<file path="src/rtl/lc3b_pkg.sv">
// rtl/lc3b_pkg.sv - LC-3b instruction field positions and opcode constants
package lc3b_pkg;

   localparam int LC3B_OPC_MSB     = 15;
   localparam int LC3B_OPC_LSB     = 12;
   localparam int LC3B_DR_MSB      = 11;
   localparam int LC3B_DR_LSB      = 9;
   localparam int LC3B_SR1_MSB     = 8;
   localparam int LC3B_SR1_LSB     = 6;
   localparam int LC3B_IMM_SEL_BIT = 5;

   localparam logic [3:0] OP_BR   = 4'h0;
   localparam logic [3:0] OP_ADD  = 4'h1;
   localparam logic [3:0] OP_LDB  = 4'h2;
   localparam logic [3:0] OP_STB  = 4'h3;
   localparam logic [3:0] OP_JSR  = 4'h4;
   localparam logic [3:0] OP_AND  = 4'h5;
   localparam logic [3:0] OP_LDW  = 4'h6;
   localparam logic [3:0] OP_STW  = 4'h7;
   localparam logic [3:0] OP_RTI  = 4'h8;
   localparam logic [3:0] OP_XOR  = 4'h9;
   localparam logic [3:0] OP_RSVA = 4'hA;
   localparam logic [3:0] OP_RSVB = 4'hB;
   localparam logic [3:0] OP_JMP  = 4'hC;
   localparam logic [3:0] OP_SHF  = 4'hD;
   localparam logic [3:0] OP_LEA  = 4'hE;
   localparam logic [3:0] OP_TRAP = 4'hF;

endpackage

</file>
<file path="src/rtl/ir_field_decode.sv">
// rtl/ir_field_decode.sv - combinational LC-3b field slicer
// Ports:
//   i_instr   in  WIDTH  instruction word
//   o_opcode  out 4      instr[15:12]
//   o_dr      out 3      instr[11:9]
//   o_sr1     out 3      instr[8:6]
//   o_imm_sel out 1      instr[5]
module ir_field_decode
   import lc3b_pkg::*;
#(
   parameter int WIDTH = 16
) (
   input  logic [WIDTH-1:0] i_instr,
   output logic [3:0]       o_opcode,
   output logic [2:0]       o_dr,
   output logic [2:0]       o_sr1,
   output logic             o_imm_sel
);

   // Remaining bits are decoded elsewhere; folded here so they are not flagged as dangling.
   logic w_unused_bits;
   assign w_unused_bits = ^i_instr;

   assign o_opcode  = i_instr[LC3B_OPC_MSB:LC3B_OPC_LSB];
   assign o_dr      = i_instr[LC3B_DR_MSB:LC3B_DR_LSB];
   assign o_sr1     = i_instr[LC3B_SR1_MSB:LC3B_SR1_LSB];
   assign o_imm_sel = i_instr[LC3B_IMM_SEL_BIT];

endmodule

</file>
<file path="src/rtl/ir_queue.sv">
// rtl/ir_queue.sv - DEPTH-entry clocked instruction register queue with flush
// Ports:
//   clk, reset (sync, active-high), flush (drop all entries)
//   in_valid/in_ready/in_instr/in_pc     fetch side
//   out_valid/out_ready/out_instr/out_pc decode side, outputs zero when empty
//   opcode/dr/sr1/imm_sel                fields of the gated head instruction
//   count                                occupancy 0..DEPTH
module ir_queue
   import lc3b_pkg::*;
#(
   parameter int WIDTH  = 16,
   parameter int ADDR_W = 16,
   parameter int DEPTH  = 4
) (
   input  logic                       clk,
   input  logic                       reset,
   input  logic                       flush,
   input  logic                       in_valid,
   output logic                       in_ready,
   input  logic [WIDTH-1:0]           in_instr,
   input  logic [ADDR_W-1:0]          in_pc,
   output logic                       out_valid,
   input  logic                       out_ready,
   output logic [WIDTH-1:0]           out_instr,
   output logic [ADDR_W-1:0]          out_pc,
   output logic [3:0]                 opcode,
   output logic [2:0]                 dr,
   output logic [2:0]                 sr1,
   output logic                       imm_sel,
   output logic [$clog2(DEPTH+1)-1:0] count
);

   localparam int PTR_W = $clog2(DEPTH);
   localparam int CNT_W = $clog2(DEPTH+1);

   typedef struct packed {
      logic [ADDR_W-1:0] pc;
      logic [WIDTH-1:0]  instr;
   } ir_entry_t;

   ir_entry_t        r_mem [DEPTH];
   logic [PTR_W-1:0] r_wr_ptr;
   logic [PTR_W-1:0] r_rd_ptr;
   logic [CNT_W-1:0] r_count;

   logic      w_push;
   logic      w_pop;
   ir_entry_t w_head;

   // Handshakes depend only on registered count, so no in->out or out_ready->in_ready paths exist.
   assign in_ready  = (r_count != CNT_W'(DEPTH));
   assign out_valid = (r_count != '0);
   assign w_push    = in_valid && in_ready && !flush;
   assign w_pop     = out_valid && out_ready && !flush;

   always_ff @(posedge clk) begin
      if (reset) begin
         r_wr_ptr <= '0;
         r_rd_ptr <= '0;
         r_count  <= '0;
      end else if (flush) begin
         // wr_ptr is kept; jumping rd_ptr to it empties the ring without rewinding storage.
         r_rd_ptr <= r_wr_ptr;
         r_count  <= '0;
      end else begin
         // DEPTH is a power of two, so pointer overflow is the modulo wrap.
         if (w_push) r_wr_ptr <= r_wr_ptr + PTR_W'(1);
         if (w_pop)  r_rd_ptr <= r_rd_ptr + PTR_W'(1);
         r_count <= r_count + CNT_W'(w_push) - CNT_W'(w_pop);
      end
   end

   // Storage is never reset; stale contents are hidden by out_valid gating.
   always_ff @(posedge clk) begin
      if (!reset && w_push) begin
         r_mem[r_wr_ptr] <= '{pc: in_pc, instr: in_instr};
      end
   end

   assign w_head    = r_mem[r_rd_ptr];
   assign out_instr = out_valid ? w_head.instr : '0;
   assign out_pc    = out_valid ? w_head.pc    : '0;
   assign count     = r_count;

   ir_field_decode #(.WIDTH(WIDTH)) u_field_decode (
      .i_instr   (out_instr),
      .o_opcode  (opcode),
      .o_dr      (dr),
      .o_sr1     (sr1),
      .o_imm_sel (imm_sel)
   );

endmodule

</file>
<file path="config.mk">
export PLATFORM = sky130hd
export DESIGN_NAME = ir_queue
export DESIGN_NICKNAME = d
export VERILOG_FILES = /design/src/rtl/lc3b_pkg.sv /design/src/rtl/ir_field_decode.sv /design/src/rtl/ir_queue.sv
export SDC_FILE = /design/constraint.sdc
export NUM_CORES = 1
export LEC_CHECK = 0
export ABC_CLOCK_PERIOD_IN_PS = 11050
export BUFFER_PORTS_ARGS = -buffer_cell sky130_fd_sc_hd__buf_2
export CORE_MARGIN = 2
export CORE_UTILIZATION = 45
export CTS_BUF_LIST = sky130_fd_sc_hd__clkbuf_8
export CTS_CLUSTER_DIAMETER = 50
export DETAILED_ROUTE_END_ITERATION = 16
export HOLD_SLACK_MARGIN = 0.05
export PLACE_DENSITY_LB_ADDON = 0.15
export SYNTH_ARGS = -nofsm -noshare
export SYNTH_HDL_FRONTEND = slang
export SYNTH_SLANG_ARGS = --single-unit
</file>
<file path="constraint.sdc">
create_clock -name clk -period 11.05 [get_ports clk]
set_input_delay 3.315 -clock clk [delete_from_list [all_inputs] [get_ports clk]]
set_output_delay 3.315 -clock clk [all_outputs]
set_load 0.05 [all_outputs]
</file>
==> run summary <==
outcome = finished clean
layout cell share with drive strength beyond 1 = 0.447
Synth Net Count = 310
Core ar. = 0.0119 mm²
GP Congestion = 0.698
Overflow after GRT = 0
Tmin final = 5.79 ns
clock share of power = 0.395
die width = 114 µm
Synth Area in Compound Gates = 0.00763
Async SR Flop Fraction = 0
count leader, synth = edfxtp_1
CTS Buf Count = 17
Post-synth EDFFs = 128
Seq cells post-synth = 137
ys flop type = edfxtp_1
Slew @ Worst Pin = 0.980 ns
Final Setup Violations = 0
Area Overhead vs Synth = 18.0%
Switch Pwr = 254 µW
antenna-violating nets left = 0
Sink Count = 137
Setup Skew = 0.00608 ns
worst rel slew slack = 0.344
routed len/inst = 18.0 µm
final worst slack = 5.26 ns
RSZ-0062 raised after global routing = no
crit path DAT = 2.47 ns
largest net degree at the start of global routing = 36
main combinational cell family by area after synthesis = multiplexers
CP startpoint kind = flip-flop
post-synthesis mux area share = 0.138
largest area contributor in the netlist = edfxtp_1
Nets = 396
Worst EP required = 7.74 ns
post-CTS setup buffers = 0
syn_area_per_cell = 20.3 µm²
LEAKAGE = 2.25 nW
Fin. Hold Viols = 0
DP HPWL = 5330 µm
Synth top cells by count = edfxtp_1, mux4_2, nor2b_1
IO Count = 85
mapped cell area = 0.00541 mm²
Seq/Total Area, Yosys = 0.744
PD cells = 174 mW/mm²
Initial Utilization = 0.456
Max Buffers Root-to-Sink = 2
Crit-path slowest cell = dfxtp_2
Max Freq = 173 MHz
final WL = 9250 µm
worst hold path type = flip-flop to flip-flop
Ys Warns = 0
Resized Gates After CTS = 0
crit path kind = flip-flop to primary output
vias in the first global route = 2669
maximum VDD drop = 0.0731 mV
Fillers = 958
CTS H-Tree Depth = 4
sw frac = 0.229
Worst Setup End Kind = primary output
height of the die = 114 µm
clk slew on worst S/H paths = 0.08 ns
Setup TNS = 0 ns
xor and xnor fraction of the mapped netlist area = 0.00324
CTS tree = done
# hold bufs at CTS = 0
first-pass GRT wire length = 14500 µm
Synth Area in Simple Gates = 0.0597
Syn Inst Count = 266
Site Rows = 40
Comb power frac = 0.081
post-place setup slack = 5.40 ns
Flop pwr share = 0.525
PortBufs = 84
max incr delay on CP = 0.60 ns
die footprint = 0.0129 mm²
crit path max fanout = 21
via count = 2603
critical path cell sequence = buf_4 > mux4_2 > nor2b_1 > buf_2
first drt pass iteration count = 4
initial DRC count = 84
post-synth cell types = 28
DR DRC count = 0
synth top area cells = edfxtp_1, mux4_2, nor2b_1, dfxtp_1, buf_4
GRT Total Usage = 0.157
crit share post-route = 0.524
share of the synthesized area in the top cell type = 0.711
Cell Int Power = 854 µW
drt via density = 5.07
clk_lat worst skew = 0.42 ns
post-synthesis adder-cell area fraction = 0.0176
# Max-Cap Violations = 0
Final Max Tran Viols = 0
Root Buffer = clkbuf_8
initial antenna violation count = 1
[worst paths after layout]
check              start           end  slack, ns  depth (start not counted)
min reg2reg  r_wr_ptr[1]   r_wr_ptr[1]       0.52                          2
max reg2reg     count[2]      count[2]       8.34                         11
min          r_wr_ptr[1]   r_wr_ptr[1]       0.52                          2
max            flip-flop  out_instr[6]       5.26                          4
[flip-flops by register name, summed over array words and instances (netlist names), named ones only]
register / count
count: 3
r_mem: 128
r_wr_ptr: 2
r_rd_ptr: 2
[metal layers]
layer	GRT usage	vias up	share of wire
met5	0	-	0
met4	0.0561	0	0.0043
met3	0.0521	4	0.047
met2	0.263	64	0.52
met1	0.192	1329	0.43
li1	-	1206	-
[cells in the final DEF, fill, tap and decap left out, drive strengths merged]
master and count:
buf 90, mux4 32, a21oi 2, fa 1, clkinvlp 4, edfxtp 128, mux2 1, xnor2 1
and3b 1, nor3 3, nand2b 2, o21a 2, nor3b 5, mux2i 1, or3b 1, ha 6
nor4b 1, bufinv 4, clkbuf 17, clkinv 5, dfxtp 9, inv 8, o31a 1, xor2 1
o31ai 1, nand2 2, diode 1, nor2 4, nor2b 32
[area by class of cell]
class	instances	area [µm²]	area share
repair buffers	90	465	0.0729
multi-input cells	100	1250	0.196
inverters	6	22.5	0.00353
well taps	147	184	0.0288
clock inverters	15	200	0.0314
clock buffers	17	234	0.0367
diodes	1	2.50	0.000392
flip-flops and latches	137	4030	0.631
[metrics by stage]
step | cells | hold slack, ns | power (mW) | area (µm²) | util
floorplan | 266 | 0.481 | 0.660 | 5410 | -
global placement | 480 | 0.517 | 0.684 | 5950 | 0.501
detailed placement | 480 | 0.516 | 0.684 | 5950 | 0.501
CTS | 512 | 0.527 | 1.12 | 6380 | 0.538
global route | 512 | 0.574 | 1.15 | 6380 | 0.538
finish | 513 | 0.518 | 1.11 | 6380 | 0.538
[logic make-up after synthesis]
group / Yosys count
flops: 137
simple gates: 51
mux: 34
buf+inv: 29
fa+ha+maj: 7
compound gates: 6
xor+xnor: 2
[critical path: cells and delay by family (launching register included)]
family	cells	cell delay, ns
flip-flops	1	0.60
AND/OR/NAND/NOR	1	0.15
multiplexers	1	0.57
buffers and inverters	2	0.71
[power by group through the flow]
stage | clock network (mW) | logic (mW) | registers, mW
floorplan | 0 | 0.0699 | 0.590
global placement | 0 | 0.0902 | 0.593
detailed placement | 0 | 0.0907 | 0.594
CTS | 0.450 | 0.0909 | 0.582
global route | 0.471 | 0.0965 | 0.583
finish | 0.438 | 0.0893 | 0.582
Note: power is estimated with default switching activity, not from simulation.
